[config.mk]
export PLATFORM = sky130hd
export DESIGN_NAME = display_scan_flat
export DESIGN_NICKNAME = d
export VERILOG_FILES = /design/src/rtl/display_pkg.sv /design/src/rtl/display_scan_if.sv /design/src/rtl/seg7_decode.sv /design/src/rtl/display_scan.sv /design/src/flat_wrapper.sv
export SDC_FILE = /design/constraint.sdc
export NUM_CORES = 1
export LEC_CHECK = 0
export CORE_ASPECT_RATIO = 0.6
export CORE_UTILIZATION = 60
export DETAILED_ROUTE_END_ITERATION = 10
export PLACE_DENSITY = 0.9
export SLEW_MARGIN = 20
export SYNTH_ARGS = -nofsm -noshare
export SYNTH_HDL_FRONTEND = slang
export SYNTH_HIERARCHICAL = 1
export SYNTH_SLANG_ARGS = --single-unit
[constraint.sdc]
create_clock -name clk -period 3.86 [get_ports clk]
set_input_delay 1.158 -clock clk [delete_from_list [all_inputs] [get_ports clk]]
set_output_delay 1.158 -clock clk [all_outputs]
set_load 0.01 [all_outputs]
[src/rtl/display_pkg.sv]
// Shared types and constants for the three-digit seven-segment scanner.
// Digit codes 10 and 11 come from the upstream binary-to-BCD converter as dash and blank.
package display_pkg;

  localparam logic [3:0] CODE_DASH  = 4'hA;
  localparam logic [3:0] CODE_BLANK = 4'hB;

  localparam logic [6:0] SEG_OFF  = 7'h7F;
  localparam logic [6:0] SEG_DASH = 7'h3F;

  typedef enum logic [1:0] {
    DIG_H,
    DIG_T,
    DIG_O
  } scan_state_t;

  // One frame's worth of digit codes
  typedef struct packed {
    logic [3:0] h;
    logic [3:0] t;
    logic [3:0] o;
  } digits_t;

endpackage

[src/rtl/display_scan_if.sv]
// Host-side bundle for display_scan.
//   load/hundreds/tens/ones : one-cycle capture strobe and digit codes
//   blink_en                : whole-display blink enable
//   seg/an                  : active-low segment and anode drives
//   ready/frame             : no-load-pending flag, end-of-frame pulse
interface display_scan_if;
  logic       load;
  logic [3:0] hundreds;
  logic [3:0] tens;
  logic [3:0] ones;
  logic       blink_en;
  logic [6:0] seg;
  logic [2:0] an;
  logic       ready;
  logic       frame;

  modport master (
    output load, hundreds, tens, ones, blink_en,
    input  seg, an, ready, frame
  );

  modport slave (
    input  load, hundreds, tens, ones, blink_en,
    output seg, an, ready, frame
  );
endinterface

[src/rtl/seg7_decode.sv]
// Combinational digit-code to active-low glyph decoder, bit order {g,f,e,d,c,b,a}.
//   code    : 4-bit digit code (0-9 digits, 10 dash, 11-15 blank)
//   glyph_c : 7-bit active-low segment pattern
module seg7_decode
  import display_pkg::*;
(
  input  logic [3:0] code,
  output logic [6:0] glyph_c
);

  always_comb begin
    glyph_c = SEG_OFF;
    case (code)
      4'd0:      glyph_c = 7'h40;
      4'd1:      glyph_c = 7'h79;
      4'd2:      glyph_c = 7'h24;
      4'd3:      glyph_c = 7'h30;
      4'd4:      glyph_c = 7'h19;
      4'd5:      glyph_c = 7'h12;
      4'd6:      glyph_c = 7'h02;
      4'd7:      glyph_c = 7'h78;
      4'd8:      glyph_c = 7'h00;
      4'd9:      glyph_c = 7'h10;
      CODE_DASH: glyph_c = SEG_DASH;
      default:   glyph_c = SEG_OFF;
    endcase
  end

endmodule

[src/rtl/display_scan.sv]
// Time-multiplexed three-digit common-anode display driver with tear-free
// frame-boundary digit latching, anti-ghosting gap and optional blink.
//   clk, reset : clock, asynchronous active-high reset
//   bus        : display_scan_if slave (load/digits/blink_en in; seg/an/ready/frame out)
module display_scan
  import display_pkg::*;
#(
  parameter int unsigned REFRESH_DIV  = 50000,
  parameter int unsigned GAP          = 1000,
  parameter int unsigned BLINK_FRAMES = 167
) (
  input  logic           clk,
  input  logic           reset,
  display_scan_if.slave  bus
);

  localparam int unsigned CNT_W = $clog2(REFRESH_DIV);
  localparam int unsigned FC_W  = (BLINK_FRAMES > 1) ? $clog2(BLINK_FRAMES) : 1;

  localparam logic [CNT_W-1:0] CNT_LAST = CNT_W'(REFRESH_DIV - 1);
  localparam logic [CNT_W-1:0] GAP_END  = CNT_W'(GAP);
  localparam logic [FC_W-1:0]  FC_LAST  = FC_W'(BLINK_FRAMES - 1);

  scan_state_t      state;
  scan_state_t      state_nxt;
  logic [CNT_W-1:0] cnt;
  logic             slot_end;
  logic             fb;

  digits_t          pend;
  digits_t          disp;
  digits_t          din;
  logic             pending;
  logic             pending_nxt;

  logic [FC_W-1:0]  fcnt;
  logic             vis;

  logic [3:0]       code_sel;
  logic [2:0]       an_active;
  logic [6:0]       glyph;
  logic [6:0]       seg_nxt;
  logic [2:0]       an_nxt;

  logic [6:0]       seg_q;
  logic [2:0]       an_q;
  logic             ready_q;
  logic             frame_q;

  assign slot_end = (cnt == CNT_LAST);
  assign fb       = slot_end && (state == DIG_O);
  assign din      = '{h: bus.hundreds, t: bus.tens, o: bus.ones};

  // Scan state register
  always_ff @(posedge clk or posedge reset) begin
    if (reset) state <= DIG_H;
    else       state <= state_nxt;
  end

  // Scan next state: advance one digit per slot
  always_comb begin
    state_nxt = state;
    if (slot_end) begin
      case (state)
        DIG_H:   state_nxt = DIG_T;
        DIG_T:   state_nxt = DIG_O;
        DIG_O:   state_nxt = DIG_H;
        default: state_nxt = DIG_H;
      endcase
    end
  end

  // Slot counter
  always_ff @(posedge clk or posedge reset) begin
    if (reset)         cnt <= '0;
    else if (slot_end) cnt <= '0;
    else               cnt <= cnt + CNT_W'(1);
  end

  // A load at the frame boundary bypasses pend, so pending never survives FB
  always_comb begin
    pending_nxt = pending;
    if (fb)            pending_nxt = 1'b0;
    else if (bus.load) pending_nxt = 1'b1;
  end

  // Pending/displayed digit registers
  always_ff @(posedge clk or posedge reset) begin
    if (reset) begin
      pend    <= '{h: CODE_BLANK, t: CODE_BLANK, o: CODE_BLANK};
      disp    <= '{h: CODE_BLANK, t: CODE_BLANK, o: CODE_BLANK};
      pending <= 1'b0;
    end else begin
      pending <= pending_nxt;
      if (fb && bus.load)    disp <= din;
      else if (fb && pending) disp <= pend;
      else if (bus.load)     pend <= din;
    end
  end

  // Blink frame counter and visibility flag
  always_ff @(posedge clk or posedge reset) begin
    if (reset) begin
      fcnt <= '0;
      vis  <= 1'b1;
    end else if (!bus.blink_en) begin
      fcnt <= '0;
      vis  <= 1'b1;
    end else if (fb) begin
      if (fcnt == FC_LAST) begin
        fcnt <= '0;
        vis  <= !vis;
      end else begin
        fcnt <= fcnt + FC_W'(1);
      end
    end
  end

  // Output decode: select the active digit, blank during the gap or blink-off
  always_comb begin
    code_sel  = disp.h;
    an_active = 3'b011;
    an_nxt    = 3'b111;
    seg_nxt   = SEG_OFF;
    case (state)
      DIG_H:   begin code_sel = disp.h; an_active = 3'b011; end
      DIG_T:   begin code_sel = disp.t; an_active = 3'b101; end
      DIG_O:   begin code_sel = disp.o; an_active = 3'b110; end
      default: begin code_sel = disp.h; an_active = 3'b011; end
    endcase
    if (cnt >= GAP_END) begin
      an_nxt  = an_active;
      seg_nxt = (bus.blink_en && !vis) ? SEG_OFF : glyph;
    end
  end

  seg7_decode u_decode (
    .code    (code_sel),
    .glyph_c (glyph)
  );

  // Output registers
  always_ff @(posedge clk or posedge reset) begin
    if (reset) begin
      seg_q   <= SEG_OFF;
      an_q    <= 3'b111;
      ready_q <= 1'b1;
      frame_q <= 1'b0;
    end else begin
      seg_q   <= seg_nxt;
      an_q    <= an_nxt;
      ready_q <= !pending_nxt;
      frame_q <= fb;
    end
  end

  assign bus.seg   = seg_q;
  assign bus.an    = an_q;
  assign bus.ready = ready_q;
  assign bus.frame = frame_q;

endmodule

[src/flat_wrapper.sv]
// flat-port wrapper written by rule: the top's interface ports become plain ports
module display_scan_flat import display_pkg::*;
#(
  parameter int unsigned REFRESH_DIV  = 50000,
  parameter int unsigned GAP          = 1000,
  parameter int unsigned BLINK_FRAMES = 167
)
  (clk, reset, bus_load, bus_hundreds, bus_tens, bus_ones, bus_blink_en, bus_seg, bus_an, bus_ready, bus_frame);
  display_scan_if bus_i ();
  input  logic clk;
  input  logic reset;
  input wire logic [$bits(bus_i.load)-1:0] bus_load;
  input wire logic [$bits(bus_i.hundreds)-1:0] bus_hundreds;
  input wire logic [$bits(bus_i.tens)-1:0] bus_tens;
  input wire logic [$bits(bus_i.ones)-1:0] bus_ones;
  input wire logic [$bits(bus_i.blink_en)-1:0] bus_blink_en;
  output wire logic [$bits(bus_i.seg)-1:0] bus_seg;
  output wire logic [$bits(bus_i.an)-1:0] bus_an;
  output wire logic [$bits(bus_i.ready)-1:0] bus_ready;
  output wire logic [$bits(bus_i.frame)-1:0] bus_frame;
  assign bus_i.load = bus_load;
  assign bus_i.hundreds = bus_hundreds;
  assign bus_i.tens = bus_tens;
  assign bus_i.ones = bus_ones;
  assign bus_i.blink_en = bus_blink_en;
  assign bus_seg = bus_i.seg;
  assign bus_an = bus_i.an;
  assign bus_ready = bus_i.ready;
  assign bus_frame = bus_i.frame;
  display_scan #(.REFRESH_DIV(REFRESH_DIV), .GAP(GAP), .BLINK_FRAMES(BLINK_FRAMES)) u_core (.clk(clk), .reset(reset), .bus(bus_i));
endmodule
After elaboration in Yosys (flattened, before gate mapping)

Memories as Yosys holds them, arrays and structs flattened.
Index checks and enable logic that the tools add are counted.

Bits in registers: 64
Memory bits (read-only): 112
Word-level logic and storage cells: 54
Memories: 1

Add/subtract/negate cells: 2
Order comparisons: 1
Equal/unequal tests: 6
Multiplexer cells: 17
Bitwise logic cells: 2
Reduce and logical (&&, ||, !) cells: 10

Memories:

| memory           | depth | bits a word | rd ports | clocked after memory_dff | wr ports | line              | source |
|---|---|---|---|---|---|---|---|
| (name not given) | 16    | 7           | 1        | 0                        | 0        | seg7_decode.sv:13 | `case (code)` |

Operator list:

| kind                                                                     | count |
|---|---|
| 12-bit two-way mux                                                       | 2 |
| 8-bit two-way mux                                                        | 3 |
| 16-bit by 1-bit adder with 16-bit output (second input constant)         | 1 |
| 16-bit equality test (second input constant)                             | 1 |
| 16-bit by 10-bit >= comparator with 1-bit output (second input constant) | 1 |
| 16-bit two-way mux                                                       | 1 |
| 7-bit two-way mux                                                        | 2 |
| 8-bit by 1-bit adder with 8-bit output (second input constant)           | 1 |
| 8-bit equality test (second input constant)                              | 1 |
| 4-bit case mux with 2 select lines                                       | 1 |
| 3-bit case mux with 2 select lines                                       | 1 |
| 1-bit two-way mux                                                        | 5 |
| 1-bit logical AND                                                        | 4 |
| 2-bit by 1-bit inequality test with 1-bit output (second input constant) | 2 |
| 2-bit case mux with 2 select lines                                       | 1 |
| 3-bit two-way mux                                                        | 1 |
| 3-bit AND reduction                                                      | 1 |
| 2-bit by 1-bit equality test with 1-bit output (second input constant)   | 1 |
| 2-bit equality test (second input constant)                              | 1 |
| 1-bit logical NOT                                                        | 2 |
| 2-bit logical NOT                                                        | 1 |
| 1-bit inverter                                                           | 2 |
| 2-bit AND reduction                                                      | 1 |
| 2-bit nonzero test                                                       | 1 |

Logic depth before layout (Yosys ltp)

Depth after elaboration: 5
Depth in mapped cells: 11
Gate-level depth less buffers: 10

Hierarchy

The synthesis kept the hierarchy.

Modules (own cells, without submodules):

| module       | times used | cells each | area an instance (µm²) | sequential area each (µm²) |
|---|---|---|---|---|
| display_scan | 1          | 288        | 3,056.7                | 1,639.1 |
| seg7_decode  | 1          | 33         | 226.5                  | 0.0 |

Worst setup path after synthesis

No wires, ideal clock.

Path type: reg2reg
From: register u_core.state[0]
To: register u_core.seg_q[0] (netlist: u_core/bus.seg[0])
Setup time: 0.084 ns
Data arrival time: 2.273 ns
Slack: 1.503 ns
Stages on the path, launching flop included: 12
Path buffers: 1
Cell sequence: dfrtp_1 inv_1 ha_1 clkbuf_1 nor2_1 a21oi_1 inv_1 ha_1 or2_1 a21oi_2 nor2_1 or2_2

Cells in the longest elaborated chain, start to end: 5
Elaborated cells between the ends (all ways): 6

Ends and longest elaborated chain:

| item                                                                                         | line                | source |
|---|---|---|
| from (decl)                                                                                  | display_scan.sv:24  | `scan_state_t state;` |
| from (signal assigned)                                                                       | display_scan.sv:57  | `else state <= state_nxt;` |
| 2-bit equality test / 2-bit by 1-bit equality test with 1-bit output (equally long branches) | display_scan.sv:125 | `case (state)` |
| 4-bit case mux with 2 select lines *                                                         | display_scan.sv:125 |  |
| net u_core.code_sel[1]                                                                       | display_scan.sv:39  | `logic [3:0] code_sel;` |
| memory 16 x 7 bit *                                                                          | --                  |  |
| net u_core.glyph[0]                                                                          | display_scan.sv:41  | `logic [6:0] glyph;` |
| 7-bit two-way mux *                                                                          | display_scan.sv:133 | `seg_nxt = (bus.blink_en && !vis) ? SEG_OFF : glyph;` |
| 7-bit two-way mux *                                                                          | display_scan.sv:131 | `if (cnt >= GAP_END) begin` |
| net u_core.seg_nxt[0]                                                                        | display_scan.sv:42  | `logic [6:0] seg_nxt;` |
| to (signal assigned)                                                                         | display_scan.sv:150 | `seg_q <= seg_nxt;` |
| to (decl)                                                                                    | display_scan.sv:45  | `logic [6:0] seg_q;` |

The timed path passes the listed nets; every way through them passes the cells marked *.
A chain may end at the register's enable or synchronous reset.

Final worst setup path

From: register u_core.cnt[13]
To: register u_core.fcnt[4]

Cells in the longest elaborated chain, start to end: 3

Ends and longest elaborated chain:

| item                                                       | line                | source |
|---|---|---|
| from (decl)                                                | display_scan.sv:26  | `logic [CNT_W-1:0] cnt;` |
| from (signal assigned)                                     | display_scan.sv:77  | `else cnt <= cnt + CNT_W'(1);` |
| 16-bit equality test                                       | display_scan.sv:50  | `assign slot_end = (cnt == CNT_LAST);` |
| 1-bit logical AND                                          | display_scan.sv:51  | `assign fb = slot_end && (state == DIG_O);` |
| 2-bit by 1-bit inequality test with 1-bit output (no line) | --                  |  |
| to (signal assigned)                                       | display_scan.sv:114 | `fcnt <= fcnt + FC_W'(1);` |
| to (decl)                                                  | display_scan.sv:36  | `logic [FC_W-1:0] fcnt;` |

Every way passes these cells.

==> summary.md <==
| Metric | Value |
|---|---|
| Status | complete, no violations |
| Synth area leaders | dfrtp_1 (26%), dfstp_2 (24%), ha_1 (5.0%) |
| Clock power share | between 40 and 50% |
| Dpl ws | around 1100 ps |
| Final Hold Fails | 0 |
| Wire per inst | 16.2 um |
| Worst skew pair latency | roughly 350 ps |
| Clk slew on worst S/H paths | approximately 70 ps |
| Die Y | between 50 and 60 um |
| Netlist cell types | 51 |
| Antenna violations before repair | 0 |
| Async S/R FF share, synth | between 90% and 100% |
| Worst setup margin | 1050 ps |
| First-pass GRT wire length | between 10000 and 15000 um |
| Worst-margin pin slew | approximately 1100 ps |
| Max-Cap Viols | 0 |
| CTS H-tree depth | 3 |
| Yosys Warn Count | 6 |
| Synthesized area | 3280 um^2 |
| RSZ-0062 raised after global routing | false |
| Core ar. | ~5200 um^2 |
| Worst Skew | between 7 and 8 ps |
| CP Cell Sequence | or4b_4 -> or4_4 -> inv_1 -> nand4_1 -> mux2i_1 |
| Area Growth Syn to Fin | 15.8% |
| Crit path max-delay family | simple AND/OR/NAND/NOR gates |
| Leakage | 0.00157 uW |
| Root Buffer | clkbuf_8 |
| Flops & latches, synth | between 60 and 70 |
| All-Layer GR Usage | 25.5% |
| Min cycle time layout | roughly 2800 ps |
| Ys flop type | dfrtp_1 |
| TritonRoute pass-1 iters | 5 |
| Final setup violation count | 0 |
| Worst hold path class | reg -> reg |
| Layout cell share with drive strength beyond 1 | 21.5% |
| CP max FO | 22 |
| Residual DRC count | 0 |
| Slew HR | 28.7% |
| Peak supply drop | 0.318 mV |
| # resized after CTS | 0 |
| Logic gate share of total power | under 10% |
| Cts bufs inserted | 9 |
| Fin Setup TNS | 0 ps |
| Slowest cell delay on critical path | between 600 and 700 ps |
| Sw Share | 22.7% |
| Tcrit/Tclk final | a little over 70% |
| Post-Syn Instances | ~320 |
| EDFF count, synth | 0 |
| Hold_ws | between 500 and 600 ps |
| Final Util | about three quarters |
| # clock sinks | 64 |
| Antenna Nets Post-Route | 0 |
| Worst Path Buf+Inv | 1 |
| Number of setup buffers added after CTS | 0 |
| Vias in the first global route | 2355 |
| Die footprint | around 5800 um^2 |
| Nets | ~380 |
| Largest net degree at the start of global routing | 34 |
| Via Count | approximately 2500 |
| Slew Limit Fails | 0 |
| GPL Wtd Cong | between 0.8 and 0.9 |
| Overflow left after global routing | 0 |
| Tot Pwr | around 1400 uW |
| Mean post-synth cell area | between 10 and 15 um^2 |
| Switching pwr | roughly 310 uW |
| Power Dens Cells | 365 nW/um^2 |
| Die width | around 100 um |
| Hold_buf cts | 0 |
| Synth top cells by count | dfrtp_1 (34), dfstp_2 (30), nand2_1 (25), inv_1 (23), nor2_1 (22) |
| Port bufs | 27 |
| Syn nets | between 300 and 400 |
| Max Fclk | approximately 360 MHz |
| Clk buf depth | 2 |
| CP Data Required Time | about 4000 ps |
| HPWL after DPL | 4610 um |
| CTS tree | yes |
| Num rows | 20 |
| Biggest area consumer among synthesized cells | dfrtp_1 |
| Crit. End Element | flop |
| Most frequent cell after synthesis | dfrtp_1 |
| Crit Path Class | reg -> reg |
| Routed wire length | roughly 6800 um |
| # diodes | 0 |
| Top Ports | 28 |
| CP Data Arrival Time | 3070 ps |
| Vias per cell | 5.95 |
| Int Power | about 1100 uW |
| Top-area cell type share of the netlist area | between 20% and 30% |
| Part of the power in registers | between 50% and 60% |
| DR iter-0 viols | about 300 |
| CP Launch Type | flop |
| Initial core utilization | a little under two thirds |
| Slowest CP cell | inv_1 |
| Post-synthesis sequential area ratio | between 40% and 50% |
power by group through the flow:
stage	registers [uW]	clock network (uW)	logic, uW
after CTS	707	602	95.8
final	708	585	95.2
after floorplan	716	0	64.1
after detailed placement	718	0	95.4
after global routing	709	625	107
after global placement	718	0	92.0
through the flow:
step	cell area (um^2)	instances
5_1_grt	3800	420
2_1_floorplan	3280	321
3_5_place_dp	3590	404
4_1_cts	3800	420
6_report	3800	420
3_3_place_gp	3590	404
kinds of logic after synthesis:
kind of cell,count (synthesis),share of synthesized area (%)
XOR/XNOR,12,3.20
AND/OR/NAND/NOR,109,18.6
buffers and inverters,37,4.99
adder cells (fa/ha/maj),13,4.95
flip-flops,64,49.9
multiplexers,13,4.19
AO/OA/AOI/OAI,73,14.1
layout by cell type (no fill, tap or decap), types with 4 or more instances in the layout:
cell,netlist,routed
a31oi_1,4,4
nand2_1,25,25
and3_1,5,5
dfstp_2,30,30
clkdlybuf4s50_1,0,27
o22a_1,6,6
nand2b_1,8,8
mux2_2,6,6
clkbuf_8,0,11
ha_1,13,13
inv_1,23,22
buf_4,2,4
dfrtp_1,34,34
xor2_1,6,6
or2_2,7,7
nand3_1,7,7
xnor2_1,6,6
nand4_1,5,5
nor3b_1,10,10
o21ai_0,21,21
a22oi_1,4,4
mux2i_1,7,7
a21oi_1,19,19
nor2_1,22,22
worst paths after layout:
path | slack [ps] | to | cells after the start | from
max in group asynchronous | 2060 | u_core/pend[11] | 3 | reset
min | 510 | u_core/disp[1] | 1 | u_core/disp[1]
min reg2reg | 510 | u_core/disp[1] | 1 | u_core/disp[1]
min in group asynchronous | 1070 | u_core/fcnt[2] | 2 | reset
max reg2reg | 1050 | u_core/fcnt[4] | 5 | u_core/cnt[13]
max | 1050 | u_core/fcnt[4] | 5 | u_core/cnt[13]
cell type report:
class / count / area [um^2]
flip-flops and latches: 64 / 1640
multi-input cells: 220 / 1490
fillers: 365 / 1350
repair buffers: 31 / 300
clock buffers: 11 / 151
inverters: 23 / 86.3
well taps: 66 / 82.6
clock inverters: 5 / 55.1
flip-flops by register name, summed over array words and instances (netlist names):
name              flops
u_core/cnt           16
u_core/bus.frame      1
u_core/pend          12
u_core/disp          12
u_core/bus.ready      1
u_core/state          2
u_core/fcnt           8
u_core/pending        1
u_core/bus.seg        7
u_core/bus.an         3
u_core/vis            1
worst reg2reg max path, cell delays in order (launching register included):
cell and delay [ps]:
dfrtp_1 460, or4b_4 570, or4_4 630, inv_1 640, nand4_1 220, mux2i_1 210
metal layers:
layer  track usage (%)  vias up  wire [um]
li1                  -     1177          -
met1              34.6     1209       3160
met2              38.1       96       3050
met3              8.37       15        488
met4              11.3        0        123
met5                 0        -          0
Note: power is estimated with default switching activity, not from simulation.
